<file path="src/rtl/pipeline_hazard_control_pkg.sv">
// Shared types and signal levels for the pipeline hazard controller.
// Used by pipeline_hazard_control and its stall priority encoder.
package pipeline_hazard_control_pkg;

  typedef enum logic {
    HZ_IDLE  = 1'b0,
    HZ_FLUSH = 1'b1
  } hz_state_e;

  localparam logic CLEAR_ENABLE    = 1'b1;
  localparam logic CLEAR_DISABLE   = 1'b0;
  localparam logic PAUSE_ENABLE    = 1'b1;
  localparam logic PAUSE_DISABLE   = 1'b0;
  localparam logic PC_JUMP_ENABLE  = 1'b1;
  localparam logic PC_JUMP_DISABLE = 1'b0;

  localparam int STAT_W = 32;

  // Saturating increment for the optional statistics counters.
  function automatic logic [STAT_W-1:0] sat_inc(input logic [STAT_W-1:0] v);
    return (v == {STAT_W{1'b1}}) ? v : v + {{(STAT_W-1){1'b0}}, 1'b1};
  endfunction

endpackage

</file>
<file path="src/rtl/pipeline_hazard_control_stall_prio_enc.sv">
// Highest-set-index encoder over the per-stage stall requests.
// valid is the OR of all requests; idx is the oldest requesting stage.
module pipeline_hazard_control_stall_prio_enc #(
  parameter int N  = 5,
  parameter int SW = 3
) (
  input  logic [N-1:0]  req,
  output logic          valid,
  output logic [SW-1:0] idx
);

  assign valid = |req;

  // Ascending scan so the highest set bit is the last one written.
  always_comb begin
    idx = '0;
    for (int i = 0; i < N; i++) begin
      if (req[i]) idx = SW'(i);
    end
  end

endmodule

</file>
<file path="src/rtl/pipeline_hazard_control.sv">
// Per-stage clear/pause generator: jump redirect vs. stall priority plus a
// multi-cycle flush window. Optional counters enabled by HAZARD_STATS_EN.
module pipeline_hazard_control
  import pipeline_hazard_control_pkg::*;
#(
  parameter  int NUM_STAGES   = 5,
  parameter  int FLUSH_CYCLES = 3,
  localparam int SW           = (NUM_STAGES > 1) ? $clog2(NUM_STAGES) : 1
) (
  input  logic                  clk,
  input  logic                  rst_n,
  input  logic                  pc_jump_en,
  input  logic [SW-1:0]         jump_stage,
  input  logic [NUM_STAGES-1:0] stall_req,
  output logic [NUM_STAGES-1:0] clear,
  output logic [NUM_STAGES-1:0] pause,
  output logic                  pc_pause,
`ifdef HAZARD_STATS_EN
  output logic [STAT_W-1:0]     flush_cnt,
  output logic [STAT_W-1:0]     stall_cnt,
`endif
  output logic                  busy
);

  localparam int CW       = $clog2(FLUSH_CYCLES + 1);
  localparam bit FLUSH_EN = (FLUSH_CYCLES > 1);

  hz_state_e       state_reg, state_next;
  logic [CW-1:0]   cnt_reg, cnt_next;
  logic [SW-1:0]   jstage_reg, jstage_next;

  logic            stall_valid;
  logic [SW-1:0]   s_max;
  logic [SW:0]     s_above;
  logic [SW-1:0]   j_eff;
  logic            jump_acc;

  logic [NUM_STAGES-1:0] jump_mask, flush_mask, stall_pause, stall_clear;

  pipeline_hazard_control_stall_prio_enc #(
    .N  (NUM_STAGES),
    .SW (SW)
  ) u_stall_prio_enc (
    .req   (stall_req),
    .valid (stall_valid),
    .idx   (s_max)
  );

  // Stage 0 (IF) cannot resolve a jump, so it is treated like out-of-range.
  assign j_eff = (jump_stage == '0 || int'(jump_stage) > NUM_STAGES - 1)
                 ? SW'(NUM_STAGES - 1) : jump_stage;

  assign jump_acc = (pc_jump_en == PC_JUMP_ENABLE) && (!stall_valid || j_eff >= s_max);

  // One wider than s_max so the stage above the oldest stall never wraps to 0.
  assign s_above = {1'b0, s_max} + {{SW{1'b0}}, 1'b1};

  for (genvar gi = 0; gi < NUM_STAGES; gi++) begin : g_mask
    assign jump_mask[gi]   = (SW'(gi) < j_eff)      ? CLEAR_ENABLE : CLEAR_DISABLE;
    assign flush_mask[gi]  = (SW'(gi) < jstage_reg) ? CLEAR_ENABLE : CLEAR_DISABLE;
    assign stall_pause[gi] = (stall_valid && SW'(gi) <= s_max) ? PAUSE_ENABLE : PAUSE_DISABLE;
    assign stall_clear[gi] = (stall_valid && (SW + 1)'(gi) == s_above) ? CLEAR_ENABLE : CLEAR_DISABLE;
  end

  always_ff @(posedge clk or negedge rst_n) begin
    if (!rst_n) begin
      state_reg  <= HZ_IDLE;
      cnt_reg    <= '0;
      jstage_reg <= '0;
    end else begin
      state_reg  <= state_next;
      cnt_reg    <= cnt_next;
      jstage_reg <= jstage_next;
    end
  end

  // An accepted jump (re)starts the window whether idle or already flushing.
  always_comb begin
    state_next  = state_reg;
    cnt_next    = cnt_reg;
    jstage_next = jstage_reg;
    if (jump_acc && FLUSH_EN) begin
      state_next  = HZ_FLUSH;
      cnt_next    = CW'(FLUSH_CYCLES - 1);
      jstage_next = j_eff;
    end else if (state_reg == HZ_FLUSH) begin
      if (cnt_reg <= CW'(1)) begin
        state_next = HZ_IDLE;
        cnt_next   = '0;
      end else begin
        cnt_next = cnt_reg - CW'(1);
      end
    end
  end

  always_comb begin
    clear    = '0;
    pause    = '0;
    pc_pause = PAUSE_DISABLE;
    busy     = 1'b0;
    if (rst_n) begin
      busy = (state_reg == HZ_FLUSH);
      if (jump_acc) begin
        clear = jump_mask;
      end else begin
        if (stall_valid) begin
          pause    = stall_pause;
          clear    = stall_clear;
          pc_pause = PAUSE_ENABLE;
        end
        if (state_reg == HZ_FLUSH) begin
          clear    = clear | flush_mask;
          pc_pause = PAUSE_ENABLE;
        end
      end
    end
  end

`ifdef HAZARD_STATS_EN
  logic [STAT_W-1:0] flush_cnt_reg, stall_cnt_reg;
  logic              flush_hit, stall_hit;

  assign flush_hit = (jump_acc && |jump_mask) ||
                     (!jump_acc && state_reg == HZ_FLUSH && |flush_mask);
  assign stall_hit = stall_valid && !jump_acc;

  always_ff @(posedge clk or negedge rst_n) begin
    if (!rst_n) begin
      flush_cnt_reg <= '0;
      stall_cnt_reg <= '0;
    end else begin
      if (flush_hit) flush_cnt_reg <= sat_inc(flush_cnt_reg);
      if (stall_hit) stall_cnt_reg <= sat_inc(stall_cnt_reg);
    end
  end

  assign flush_cnt = flush_cnt_reg;
  assign stall_cnt = stall_cnt_reg;
`endif

endmodule
</file>
<file path="config.mk">
export PLATFORM = sky130hd
export DESIGN_NAME = pipeline_hazard_control
export DESIGN_NICKNAME = d
export VERILOG_FILES = /design/src/rtl/pipeline_hazard_control_pkg.sv /design/src/rtl/pipeline_hazard_control_stall_prio_enc.sv /design/src/rtl/pipeline_hazard_control.sv
export SDC_FILE = /design/constraint.sdc
export NUM_CORES = 1
export LEC_CHECK = 0
export CAP_MARGIN = 20
export CORE_UTILIZATION = 39
export CTS_CLUSTER_SIZE = 25
export DETAILED_ROUTE_END_ITERATION = 7
export HOLD_SLACK_MARGIN = 0.03
export PLACE_DENSITY = 0.82
export SETUP_SLACK_MARGIN = 0.4
export SYNTH_ARGS = -nofsm -noshare
export SYNTH_HDL_FRONTEND = slang
export SYNTH_SLANG_ARGS = --single-unit
</file>
<file path="constraint.sdc">
create_clock -name clk -period 2.5 [get_ports clk]
set_clock_uncertainty 0.05 [all_clocks]
set_input_delay 0.5 -clock clk [delete_from_list [all_inputs] [get_ports clk]]
set_output_delay 0.5 -clock clk [all_outputs]
set_load 0.02 [all_outputs]
</file>
**Yosys cells after proc, flatten, opt, wreduce, memory -nomap -nowiden**

Index checks and enable logic that the tools add are counted.

- Output and inout port bits: 12
- Logic and storage cells: 91
- Flip-flop bits (word level): 6
- Input port bits: 11

- $lt $le $gt $ge: 18
- Bitwise gates (word level): 1
- Mux-type cells: 45
- $add $sub $neg: 2
- Equal/unequal tests: 4
- Reductions and logical operators: 18

Operators by type and width:

| cell | number |
|---|---|
| $mux W5 | 9 |
| $mux W1 | 29 |
| $lt A1 B3 Y1 const A | 4 |
| $lt A2 B3 Y1 const A | 4 |
| $logic_and A1 B1 Y1 | 11 |
| $mux W2 | 5 |
| $eq A2 B4 Y1 const A | 2 |
| $le A1 B3 Y1 const A | 2 |
| $le A2 B3 Y1 const A | 2 |
| $lt A3 B3 Y1 const A | 2 |
| $mux W3 | 2 |
| $or A5 B5 Y5 | 1 |
| $reduce_or A5 Y1 | 1 |
| $add A3 B1 Y4 const B | 1 |
| $eq A1 B4 Y1 const A | 1 |
| $eq A3 B4 Y1 const A | 1 |
| $logic_not A4 Y1 | 1 |
| $ge A3 B3 Y1 | 1 |
| $gt A3 B3 Y1 const B | 1 |
| $le A3 B3 Y1 const A | 1 |
| $logic_not A3 Y1 | 1 |
| $le A2 B1 Y1 const B | 1 |
| $logic_or A1 B1 Y1 | 2 |
| $reduce_bool A2 Y1 | 1 |
| 2 further kinds | 2 |

**Logic depth before layout (Yosys ltp)**

Gate-level depths: netlist (run 1).

- Depth in word-level cells: 15
- Gate-level depth with buffers: 9
- Gate-level depth less buffers: 8

**Cells and area by module**

From an unflattened synthesis (run 1), not the netlist that was laid out.

- Cell total of the unflattened synthesis: 83
- Area total of the unflattened synthesis: 646.9 µm²

By module, submodules not included:

| module | seq. area each (µm²) | times used | cells each | area an instance (µm²) |
|---|---|---|---|---|
| pipeline_hazard_control | 150.1 | 1 | 75 | 604.3 |
| pipeline_hazard_control_stall_prio_enc | 0.0 | 1 | 8 | 42.5 |

**Worst setup path before layout (run 1)**

No wires, ideal clock.

- Path type: input -> output
- Start: in jump_stage[1]
- End: out clear[1]
- Setup slack: -0.482 ns
- Stages: 9
- Data arrival time: 2.432 ns
- Required time: 1.950 ns
- Buffers on the path: 1
- Cells stage by stage: or2_2 -> ha_1 -> inv_1 -> ha_1 -> nand2_1 -> a221oi_2 -> a211oi_4 -> buf_6 -> mux2i_1

- Longest elaborated chain between the ends: 8
- Elaborated cells between the ends (all ways): 11
- Classes of those cells: order compare: 3; mux: 4; reduce/logical: 4

RTL lines:

| item | line | source |
|---|---|---|
| start, declared | pipeline_hazard_control.sv:13 | `input logic [SW-1:0] jump_stage,` |
| $gt A3 B3 Y1 / $logic_not A3 Y1 (equally long branches) | pipeline_hazard_control.sv:50 | `assign j_eff = (jump_stage == '0 \|\| int'(jump_stage) > NUM_STAGES - 1)` |
| $logic_or A1 B1 Y1 * | pipeline_hazard_control.sv:50 |  |
| $mux W3 * | pipeline_hazard_control.sv:51 | `? SW'(NUM_STAGES - 1) : jump_stage;` |
| via j_eff[2] | pipeline_hazard_control.sv:35 | `logic [SW-1:0] j_eff;` |
| $ge A3 B3 Y1 | pipeline_hazard_control.sv:53 | `assign jump_acc = (pc_jump_en == PC_JUMP_ENABLE) && (!stall_valid \|\| j_eff >= s_max);` |
| $logic_or A1 B1 Y1 | pipeline_hazard_control.sv:53 |  |
| $logic_and A1 B1 Y1 | pipeline_hazard_control.sv:53 |  |
| $mux W5 * | pipeline_hazard_control.sv:103 | `if (jump_acc) begin` |
| $mux W5 * | pipeline_hazard_control.sv:101 | `if (rst_n) begin` |
| end, declared | pipeline_hazard_control.sv:15 | `output logic [NUM_STAGES-1:0] clear,` |

Mark *: on every way through the listed nets, which the timed path passes. The rest lies on a longest branch.

**Final worst setup path (run 1)**

- Start: in jump_stage[1]
- End: out clear[4]

Same word-level chain as after synthesis.

==> run metrics, run 1 <==
status complete, but fails checks; failing checks setup timing; I/O Pins 23; H-tree depth 1; most used cell, CP buf_6; CTS tree built; initial core utilization 42.6%; Die Wd 42.8 um; Pwr per Cell Area 539 nW/um^2; DP Area 1130 um^2; first-pass GRT wire length 3580 um; Final Non-Filler Cells 145; cts bufs inserted 3; hold_buf cts 0; Syn. warnings 0; share of layout cells above drive strength 1 61.2%; Post-synth EDFFs 0; Clock Latency Late Sink 0.26 ns; placed cells 133; critical path type in2out; Root Buffer clkbuf_4; Synth top area share 23.1%; Clock Pin Slew Worst Setup and Hold Paths 0.05 ns; max-cap viol count 0; post-synthesis register bit count 6; DR DRC count 0; Slew Viols, Final 0; slew margin rel. 77.3%; startpoint types primary input; initial antenna violation count 0; CP Cell Sequence buf_6 > or2_4 > ha_4 > inv_4 > ha_4 > nand2_4 > nor3_4 > a211oi_4 > buf_6 > buf_6 > mux2_4 > buf_6; final instance area 1310 um^2; Worst Path Arrival 2.29 ns; via density per instance 5.51; Detailed Routing Iterations Pass 1 4; WL/cell 15.9 um; unrepaired setup endpoints after global routing true; Mapped Area 649 um^2; CP Capture Type output pin; max reg flops 3; Sinks on Clock Net 6; P_leak 0.646 nW; Hold Crit Class in2async; largest net degree at the start of global routing 9; antenna viol nets, final 0; # port buffers 22; die area 1830 um^2; DPL Wire Length 1420 um; diode count 0; fillers 72; worst stage delay on the critical path 0.29 ns; Core Region 1520 um^2; worst slew pin tran 0.338 ns; CP max stage cell mux2_4; post-synth net total 91; setup TNS -2.98 ns; Total Wirelength 2310 um; Finish-stage setup viols 11; Max Root-Sink Buffers 2; ys flop type dfrtp_1; f_max 0.352 GHz; Syn Area/Cell 8.43 um^2; total grt overflow 0; CP required 1.95 ns; crit path time final 2.84 ns; maximum net fanout on the critical path 3; final worst setup slack -0.344 ns; synth top area cells dfrtp_1 23%, mux2i_1 11%, nand2_1 7.5%; via count 799; gpl congestion 0.831; FFs w/ async S/R, synth 100%; Final Hold Violating Endpoints 0; row count 14; DR iter-0 viols 15; Die Y-Extent 42.8 um; period utilization 114%; vias in the first global route 786; Cells after Synth 77; Peak VDD IR 0.650 mV; reg-to-reg slack, setup 1.47 ns; All-Layer GR Usage 25.8%; Hold Slack 0.315 ns; Nets 145; post-synth top area cell dfrtp_1; Synth cell types 29; post-synthesis sequential area ratio 23.1%; area grow syn2layout 102%
-- cell usage after synthesis (3+ instances only) --
cell type	count
a21oi_1	3
inv_1	9
ha_1	3
mux2i_1	7
dfrtp_1	6
nand2_1	13
o21ai_0	5
-- routing by layer --
metal	vias to the layer above	routed length (um)	GRT usage (%)
li1	378	-	-
met1	388	936	30.9
met2	24	1230	45.5
met3	9	84	5.53
met4	0	61	8.13
met5	-	0	0
-- critical path, delay by kind of cell --
kind            cells  cell delay, ns
fa+ha+maj           2            0.36
simple gates        3            0.38
mux                 1            0.29
compound gates      1            0.21
buf+inv             5            0.54
-- cell type report --
type	instances	area, um^2	share of cell area (%)
flip-flops and latches	6	150	11.4
clock buffers	3	22.5	1.72
well taps	16	20.0	1.53
multi-input cells	58	574	43.8
inverters	9	36.3	2.76
repair buffers	53	509	38.8
-- what timing repair did --
action | 4_1_cts | 5_1_grt
gates resized for setup | 115 | 3
cloned | 1 | 0
endpoints found under the setup margin | 18 | 17
buffers inserted | 6 | 2
pin swaps | 11 | 6
-- logic make-up (layout without fill, tap and decap cells) --
group                      count (synthesis)  after routing  synth area share, %
adders and majority gates                  3              3                 5.78
AOI/OAI and AO/OA                         20             20                 26.8
and+or+nand+nor                           26             26                 20.0
DFF                                        6              6                 23.1
buffers and inverters                     13             65                 10.0
muxes                                      9              9                 14.3
-- worst paths after layout --
kind | startpoint | to | cells after the start
worst min-delay path | rst_n | cnt_reg[1] | 2
max in group asynchronous | rst_n | cnt_reg[0] | 2
min in group clk | cnt_reg[1] | cnt_reg[1] | 2
worst max register to register | state_reg | cnt_reg[0] | 3
worst max-delay path | jump_stage[1] | clear[4] | 12
worst min register to register | cnt_reg[1] | cnt_reg[1] | 2
-- where the power goes --
group          internal (mW)  total [mW]  switching [mW]
Clock                 0.0546      0.0945          0.0399
Sequential             0.130       0.172          0.0420
Combinational          0.241       0.440           0.199
Total                  0.426       0.707           0.281
-- through the flow --
stage / utilization, % / total power, mW / setup WS (ns)
3_3_place_gp: 74.0 / 0.512 / -1.04
4_1_cts: 84.2 / 0.684 / -0.346
3_5_place_dp: 74.0 / 0.524 / -1.09
6_report: 86.1 / 0.707 / -0.344
2_1_floorplan: - / 0.373 / -0.226
5_1_grt: 86.1 / 0.738 / -0.386
-- layout by cell type, fill, tap and decap left out, drive strengths merged --
cell type / n
nand3: 1
nand2: 13
a221oi: 1
o31ai: 2
and3: 2
a21boi: 1
ha: 3
dfrtp: 6
or2: 1
clkdlybuf4s50: 2
clkdlybuf4s15: 2
o21bai: 1
dlygate4sd2: 2
nor3: 1
mux2: 2
nor4b: 1
and2: 2
o311a: 2
clkbuf: 3
a21oi: 3
nand2b: 2
o211a: 2
a211oi: 1
o21ai: 5
or4: 1
mux2i: 7
buf: 47
o21ba: 1
inv: 9
o211ai: 1
nor2: 2
No activity file was read; power rests on OpenSTA's default activity.
==> inputs of run 2 (changes only) <==
CORE_UTILIZATION = 37   (was 39)
PLACE_DENSITY = 0.79   (was 0.82)
SLEW_MARGIN = 20   (was default)
==> run metrics, run 2 (synthesis gave the netlist of run 1 again) <==
# port buffers 22; Detailed Routing Iterations Pass 1 6; Die Wd 43.9 um; Worst Path Arrival 2.32 ns; Root Buffer clkbuf_4; total grt overflow 0; Core Region 1580 um^2; row count 14; status complete, but fails checks; Clock Latency Late Sink 0.25 ns; fillers 86; commonest non-fill, non-tap cells in the layout 22 x buf_4, 18 x buf_6, 10 x nand2_1; slew margin rel. 77.3%; WL/cell 15.8 um; area grow syn2layout 102%; Total Wirelength 2280 um; Slew Viols, Final 0; final instance area 1310 um^2; CTS tree built; initial antenna violation count 0; first-pass GRT wire length 3710 um; P_leak 0.646 nW; Met3 Wirelength 96 um; unrepaired setup endpoints after global routing true; final worst setup slack -0.367 ns; Final Core Density 83.1%; hold_buf cts 0; placed cells 133; All-Layer GR Usage 26.5%; Hold Crit Class reg2reg; worst slew pin tran 0.337 ns; CP Capture Type output pin; DR top layer met4; largest net degree at the start of global routing 11; pre-CTS setup slack -1.12 ns; maximum net fanout on the critical path 6; failing checks setup timing; f_max 0.349 GHz; CP required 1.95 ns; DR iter-0 viols 23; startpoint types primary input; max reg flops 3; Final Hold Violating Endpoints 0; Pwr per Cell Area 528 nW/um^2; die area 1930 um^2; Die Y-Extent 43.9 um; DR DRC count 0; setup TNS -3.25 ns; Clock Pin Slew Worst Setup and Hold Paths 0.05 ns; I/O Pins 23; area occupied by multi-input gates 579 um^2; Max Root-Sink Buffers 2; via count 788; max-cap viol count 0; FF/Latch Area 150 um^2; cts bufs inserted 3; DP Area 1130 um^2; period utilization 115%; Nets 144; antenna viol nets, final 0; M1 WL 910 um; Peak VDD IR 0.562 mV; Sinks on Clock Net 6; DPL Wire Length 1460 um; Finish-stage setup viols 11; H-tree depth 1; vias in the first global route 781; commonest non-fill, non-tap cell in the layout buf_4; critical path type in2out; via density per instance 5.47; crit path time final 2.87 ns; met2 wire length 1230 um; Final Non-Filler Cells 144; share of layout cells above drive strength 1 60.9%; gpl congestion 0.789; diode count 0; initial core utilization 41.2%
==> run 2: what timing repair did <==
item                                    in CTS  in global routing
gates resized for setup                    109                  9
gates cloned                                 1                  0
pin swaps                                   13                  9
buffers inserted                             4                  3
endpoints found under the setup margin      18                 18
==> run 2: where the power goes <==
part	internal [mW]	total [mW]	leakage (nW)	switching [mW]
clock	0.0544	0.0905	0.0138	0.0361
combinational	0.237	0.430	0.559	0.193
sequential	0.130	0.171	0.0727	0.0411
total	0.422	0.692	0.646	0.270
==> run 2: worst paths after layout <==
check	to	startpoint	slack, ns	depth (start not counted)
worst max-delay path	clear[4]	jump_stage[0]	-0.37	11
worst min-delay path	state_reg	cnt_reg[1]	0.46	2
worst max register to register	cnt_reg[1]	state_reg	1.50	3
worst min register to register	state_reg	cnt_reg[1]	0.46	2
max in group asynchronous	jstage_reg[1]	rst_n	1.62	3
min in group asynchronous	state_reg	rst_n	0.49	2
==> run 2: metal layers <==
metal	track usage, %	up-vias
li1	-	379
met1	31.7	375
met2	47.2	28
met3	6.67	6
met4	6.67	0
met5	0	-
==> run 2: cell type report <==
cell class                      count  share of cell area [%]
Clock buffer                        3                    1.72
Inverter                            9                    2.77
Multi-Input combinational cell     58                    44.2
Sequential cell                     6                    11.5
Tap cell                           16                    1.53
Timing Repair Buffer               52                    38.3
==> run 2: per-stage QoR <==
step,total power [mW],hold slack (ns)
2_1_floorplan,0.373,0.154
3_3_place_gp,0.511,0.423
3_5_place_dp,0.524,0.423
4_1_cts,0.676,0.445
5_1_grt,0.739,0.473
6_report,0.692,0.459
==> run 2: worst max-delay path, stage by stage <==
cell and delay, ns:
buf_6 0.09, or2_4 0.24, ha_4 0.17, inv_4 0.06, ha_4 0.20, nand2_4 0.08
nor3_4 0.05, a211oi_4 0.30, buf_12 0.18, mux2_4 0.30, buf_6 0.13
